[config.mk]
export PLATFORM = sky130hd
export DESIGN_NAME = afifo_wr_ctrl
export DESIGN_NICKNAME = d
export VERILOG_FILES = /design/src/rtl/afifo_wr_ctrl.sv
export SDC_FILE = /design/constraint.sdc
export NUM_CORES = 1
export LEC_CHECK = 0
export ABC_AREA = 1
export CAP_MARGIN = 40
export CORE_AREA = 2 2 82 84
export CTS_CLUSTER_DIAMETER = 150
export CTS_CLUSTER_SIZE = 16
export DETAILED_ROUTE_END_ITERATION = 12
export DIE_AREA = 0 0 84 86
export GPL_ROUTABILITY_DRIVEN = 1
export GPL_TIMING_DRIVEN = 0
export HOLD_SLACK_MARGIN = 0.03
export PLACE_DENSITY = 0.63
export SYNTH_ARGS = -nofsm -noshare
export SYNTH_HDL_FRONTEND = slang
export SYNTH_SLANG_ARGS = --single-unit
export TNS_END_PERCENT = 1
[constraint.sdc]
create_clock -name clk -period 2.3 [get_ports clk]
set_input_delay 0.46 -clock clk [delete_from_list [all_inputs] [get_ports clk]]
set_output_delay 0.46 -clock clk [all_outputs]
set_load 0.01 [all_outputs]
[src/rtl/afifo_wr_ctrl.sv]
// afifo_wr_ctrl: write-side pointer controller for a dual-clock FIFO.
// Everything here runs on the write clock. The block keeps the binary
// write pointer, exports a registered gray copy to the read domain,
// resynchronizes the read domain's gray pointer through two flops and
// derives full / almost_full / fill level / overflow from it.
// Pointers are PTR+1 bits wide; the extra top bit distinguishes a full
// FIFO from an empty one. The full comparison needs PTR >= 2.
module afifo_wr_ctrl #(
    parameter int PTR       = 8,
    parameter int AF_MARGIN = 4
) (
    input  logic           clk,
    input  logic           rst_n,
    input  logic           wr_en,
    input  logic [PTR:0]   rptr_gray_in,
    output logic [PTR-1:0] waddr,
    output logic           ram_we,
    output logic [PTR:0]   wptr_gray,
    output logic           full,
    output logic           almost_full,
    output logic [PTR:0]   wr_level,
    output logic           overflow
);

    // almost_full trips once the occupancy leaves AF_MARGIN or fewer free slots
    localparam int           AF_THRESH_I = (1 << PTR) - AF_MARGIN;
    localparam logic [PTR:0] AF_THRESH   = AF_THRESH_I[PTR:0];
    localparam logic [PTR:0] PTR_ONE     = {{PTR{1'b0}}, 1'b1};

    logic [PTR:0] wbin;
    logic [PTR:0] wbin_next;
    logic [PTR:0] wgray_next;
    logic [PTR:0] rq1;
    logic [PTR:0] rq2;
    logic [PTR:0] rbin;
    logic [PTR:0] level_next;
    logic [PTR:0] full_pattern;
    logic         accept;

    // Gray to binary: each binary bit is the XOR of all gray bits at or above it
    function automatic logic [PTR:0] gray_to_bin(input logic [PTR:0] g);
        logic [PTR:0] b;
        b = '0;
        for (int i = 0; i <= PTR; i++) begin
            b[i] = ^(g >> i);
        end
        return b;
    endfunction

    // Two-flop synchronizer for the read pointer coming from the other clock
    always_ff @(posedge clk) begin
        if (!rst_n) begin
            rq1 <= '0;
            rq2 <= '0;
        end else begin
            rq1 <= rptr_gray_in;
            rq2 <= rq1;
        end
    end

    // Next-pointer, gray, level and full-pattern arithmetic for this cycle
    always_comb begin
        accept       = wr_en & ~full;
        wbin_next    = accept ? (wbin + PTR_ONE) : wbin;
        wgray_next   = wbin_next ^ (wbin_next >> 1);
        rbin         = gray_to_bin(rq2);
        level_next   = wbin_next - rbin;
        full_pattern = {~rq2[PTR], ~rq2[PTR-1], rq2[PTR-2:0]};
    end

    // RAM write port: strobe is suppressed while the block is held in reset
    always_comb begin
        ram_we = accept & rst_n;
        waddr  = wbin[PTR-1:0];
    end

    // Pointer and flag registers; flags use the synchronized (stale) read pointer
    always_ff @(posedge clk) begin
        if (!rst_n) begin
            wbin        <= '0;
            wptr_gray   <= '0;
            full        <= 1'b0;
            almost_full <= 1'b0;
            wr_level    <= '0;
            overflow    <= 1'b0;
        end else begin
            wbin        <= wbin_next;
            wptr_gray   <= wgray_next;
            full        <= (wgray_next == full_pattern);
            almost_full <= (level_next >= AF_THRESH);
            wr_level    <= level_next;
            overflow    <= overflow | (wr_en & full);
        end
    end

endmodule
-- Word level (Yosys, flattened, before mapping)
Index checks and enable logic that the tools add are counted.
- bits in registers: 48
- output and inout bits: 30
- add/subtract/negate cells: 2
- $lt $le $gt $ge: 1
- equality and inequality tests: 1
- muxes and demuxes: 1
- bitwise gates (word level): 8
- reduce and logical (&&, ||, !) cells: 9
- operators with widths (operator ; number):
    $reduce_xor A9 Y1 ; 9
    $add A9 B1 Y9 const B ; 1
    $eq A9 B9 Y1 ; 1
    $ge A9 B8 Y1 const B ; 1
    $mux W9 ; 1
    $sub A9 B9 Y9 ; 1
    $xor A9 B8 Y9 ; 1
    $and A1 B1 Y1 ; 3
    $not A1 Y1 ; 3
    $or A1 B1 Y1 ; 1

-- Depth between registers and ports, before layout
- depth in word-level cells: 5
- gate-level depth with buffers: 22
- gate-level depth less buffers: 21

-- Worst setup path after synthesis
OpenSTA, ideal clock, no wires.
- path type: reg2reg
- start point: register rq2[4]
- end point: register almost_full
- setup time: 59 ps
- arrival: 2315 ps
- data required time: 2241 ps
- slack: -74 ps
- stages on the path, launching flop included: 22
- buffers on the path: 1
- path through: dfxtp_1 -> buf_6 -> inv_2 -> nand2_1 -> nand2_2 -> nand3_1 -> nand2_1 -> xnor2_1 -> inv_1 -> ha_1 -> fa_1 -> inv_1 -> a21oi_1 -> nand2_1 -> nand2_1 -> nand2_1 -> nand2_1 -> nor3_2 -> nand2_1 -> nor2_1 -> nand2_1 -> nand2_1
- cells in the longest elaborated chain, start to end: 3
- RTL lines (what ; RTL line ; source):
    start: declaration ; 34 ; logic [PTR:0] rq2;
    start signal: assignment ; 57 ; rq2 <= rq1;
    $reduce_xor A9 Y1 ; 45 ; b[i] = ^(g >> i);
    $sub A9 B9 Y9 (*) ; 67 ; level_next = wbin_next - rbin;
    $ge A9 B8 Y1 (*) ; 90 ; almost_full <= (level_next >= AF_THRESH);
    end signal: assignment ; 90 ;
    end: declaration ; 20 ; output logic almost_full,
Every way passes the cells marked *; elsewhere a longest branch is shown, timed or not.
A chain may end at the register's enable or synchronous reset.

-- Final worst setup path
- start point: register rq2[2]
- end point: register almost_full
The elaborated chain is that of the path after synthesis.

==> impl_metrics.yaml <==
cts:
  tritoncts: "built"
  cts.clk_slew.worst_paths_ns: 0.08
  cts_max_level: 2
  clk_path_buf_depth: 2
  cts_buffers: 5
  cts_sinks: 47
  cts_root_buf: "clkbuf_8"
  clock_latency_ns: 0.30
  hold_buffers: 0
grt:
  grt_remaining_overflow: 0
  grt_pass1_vias: 1912
  globalRouteTotalUtil_pct: 14.80
  grt_max_degree: 14
  antenna_found_initial: 0
  grt_pass1_wl_um: 8452
worst_setup_path:
  critical_path_required_ns: 2.54
  regToRegEndpoint: "almost_full$_SDFF_PN0_"
  path_cells: "xnor2_4 -> buf_6 -> xnor2_4 -> xnor2_2 -> inv_2 -> ha_4 -> fa_2 -> buf_4 -> xnor2_1 -> inv_1 -> nor3_2 -> nand2_1 -> nor2_1 -> nand2_1 -> nand2_1"
  crit_start: "rq2[2]$_SDFF_PN0_"
  worstSetupStartpointType: "register"
  crit_family: "XOR/XNOR gates"
  cp-endpoint: "almost_full$_SDFF_PN0_"
  criticalPathCategory: "register to register"
  cp.arrival_ns: 2.65
  critPathMaxFanout: 2
  ff2ff_path_depth: 15
  r2r-start: "rq2[2]$_SDFF_PN0_"
  cpPeakStageDelay_ns: 0.36
  cp.depth: 15
  worstSetupEndpointType: "register"
  critPathBufInv: 4
  cp_slowest_cell: "dfxtp_2"
  cp_common_cell: "nand2_1"
  reg2reg_setup_slack_ns: -0.11
yosys:
  syn-num-nets: 344
  synthCells: 323
  synth_top_cells_by_count: "83 x nand2_1, 47 x dfxtp_1, 47 x inv_1, 31 x nor2_1, 18 x nand3_1"
  yosys-top-cells-area: "dfxtp_1 38%, nand2_1 13%, inv_1 7.2%"
  ys.flop_type: "dfxtp_1"
  synth_top_cell_by_area: "dfxtp_1"
  synth_cell_types: 31
  ys_ff_latch: 47
  ys_warn_count: 0
  avgSynthCellArea_um2: 7.600
  synth_top_area_share_pct: 38.33
  synth-edff-count: 0
  yosysMostFrequentCell: "nand2_1"
  seq_area_frac_synth_pct: 38.33
  synth_area_um2: 2455
  async_flop_share_pct: 0
finish:
  final_cells: 471
  antennaDiodeCount: 0
  syn2layout_area_growth_pct: 41.64
  fillers: 582
  final_layout_size_suffix_gt1_share_pct: 29.44
  layout.nets: 414
  fin_util_pct: 55.39
die:
  rows: 29
  dieArea_um2: 7224
  num_io_pins: 42
  die_w_um: 84
  core_area_um2: 6277
  start_util_pct: 39.11
  dieHeight_um: 86
sta:
  final_max_slew_viol_count: 0
  holdWs_ns: 0.4072
  period_needed_ns: 2.410
  setup-tns-final_ns: -0.1852
  grt_setup_unrepaired: "true"
  slew_headroom_pct: 71.05
  fin_crit_sh_pct: 104.8
  finalHoldViolCount: 0
  finClkSkew_ns: 0.006494
  setup_violations: 3
  tightest_slew_ns: 0.4312
  max_freq_ghz: 0.4149
  setup_slack_ns: -0.1105
detailed_routing:
  antenna_left: 0
  firstDrtPassIters: 4
  routed_wl_um: 5117
  drc: 0
  vias: 2108
  viasPerCell: 4.476
  dr.first_iter.drc_count: 89
  avgRoutedWirePerCell_um: 10.86
power:
  peakVddDrop_mv: 0.3161
  power_density_nw_per_um2: 596.9
  power.leakage_uw: 0.001661
worst_hold_path:
  hp-class: "register to register"
run_status:
  violations: "setup timing"
  status: "finished, violations left"
placement:
  gp_congestion: 0.8210
  dp_cells: 441
  hpwl_um: 3745
  port_buffers: 41
run:
  drv_cap: 0
[registers in the layout (all words and copies together), names as in the netlist]
register and count:
overflow 1, rq2 9, almost_full 1, wr_level 9
wptr_gray 8, full 1, wbin 9, rq1 9
[layout make-up]
class	count	area [um2]	area share, %
clock buffer	7	76.32	2.195
multi-input combinational	218	1506	43.32
tap	77	96.34	2.771
sequential	47	970.9	27.92
timing repair buffer	64	586.8	16.88
clock inverter	1	5.005	0.1439
buffer	4	26.28	0.7557
inverter	53	209.0	6.009
[per-layer routing]
layer | GRT usage [%] | wire (um) | part of all wire, %
met5 | 0 | 0 | 0
met4 | 4.839 | 56 | 1.1
met2 | 26.98 | 2629 | 51
met1 | 16.95 | 2237 | 44
met3 | 3.754 | 194 | 3.8
[logic make-up after synthesis]
| logic type | Yosys count | share of synthesized area [%] |
|---|---|---|
| buf+inv | 58 | 9.480 |
| simple gates | 163 | 31.65 |
| compound gates | 16 | 3.721 |
| fa+ha+maj | 9 | 4.893 |
| xor+xnor | 30 | 11.93 |
| flops | 47 | 38.33 |
[power by group]
group / total (uW) / internal [uW] / switching, uW
clock network: 476 / 214 / 263
logic: 701 / 364 / 337
registers: 898 / 871 / 27.3
total: 2080 / 1450 / 627
[worst min-delay path: cells and delay by family (launching register included)]
family | cells | cell delay [ns]
and+or+nand+nor | 1 | 0.05
DFF | 1 | 0.30
buffers and inverters | 1 | 0.03
[cells in the final DEF (no fill, tap or decap), types with 4 or more instances in the layout]
cell type        synthesis  layout
nand2_1                 83      72
inv_1                   47      40
clkdlybuf4s50_1          0      39
dfxtp_1                 47      37
nor2_1                  31      31
buf_4                    0      22
nand2_2                 12      18
nand3_1                 18      14
inv_2                    5      10
xor2_1                  12       9
xnor2_1                 14       8
a21oi_1                  9       8
nand3_2                  4       7
dfxtp_4                  0       7
xor2_2                   4       6
ha_1                     8       6
nand2_4                  0       5
clkbuf_8                 0       5
xnor2_2                  0       4
clkbuf_1                 3       4
[stage by stage]
| stage | instance area (um2) | setup slack [ns] | power (uW) |
|---|---|---|---|
| global route | 3477 | -0.2792 | 2207 |
| global placement | 2984 | -0.7353 | 1423 |
| CTS | 3328 | -0.1144 | 2049 |
| finish | 3477 | -0.1105 | 2076 |
| detailed placement | 2984 | -0.7707 | 1431 |
| floorplan | 2477 | 0.01185 | 1257 |
[what timing repair did]
item,CTS,global route
hold endpoints to repair,0,0
resized for setup,44,24
buffers inserted,15,8
setup endpoints to repair,8,6
pin swaps,19,15
[worst min-delay path by stage]
stage,start,cells past startpoint,end,slack (ns)
global route,rq1[3]$_SDFF_PN0_,2,rq2[3]$_SDFF_PN0_,0.43
global placement,rq1[8]$_SDFF_PN0_,2,rq2[8]$_SDFF_PN0_,0.39
floorplan,rq1[0]$_SDFF_PN0_,2,rq2[0]$_SDFF_PN0_,0.39
CTS,rq1[4]$_SDFF_PN0_,2,rq2[4]$_SDFF_PN0_,0.41
finish,rq1[8]$_SDFF_PN0_,2,rq2[8]$_SDFF_PN0_,0.41
detailed placement,rq1[5]$_SDFF_PN0_,2,rq2[5]$_SDFF_PN0_,0.40
Power figures use the tool's default switching activity.
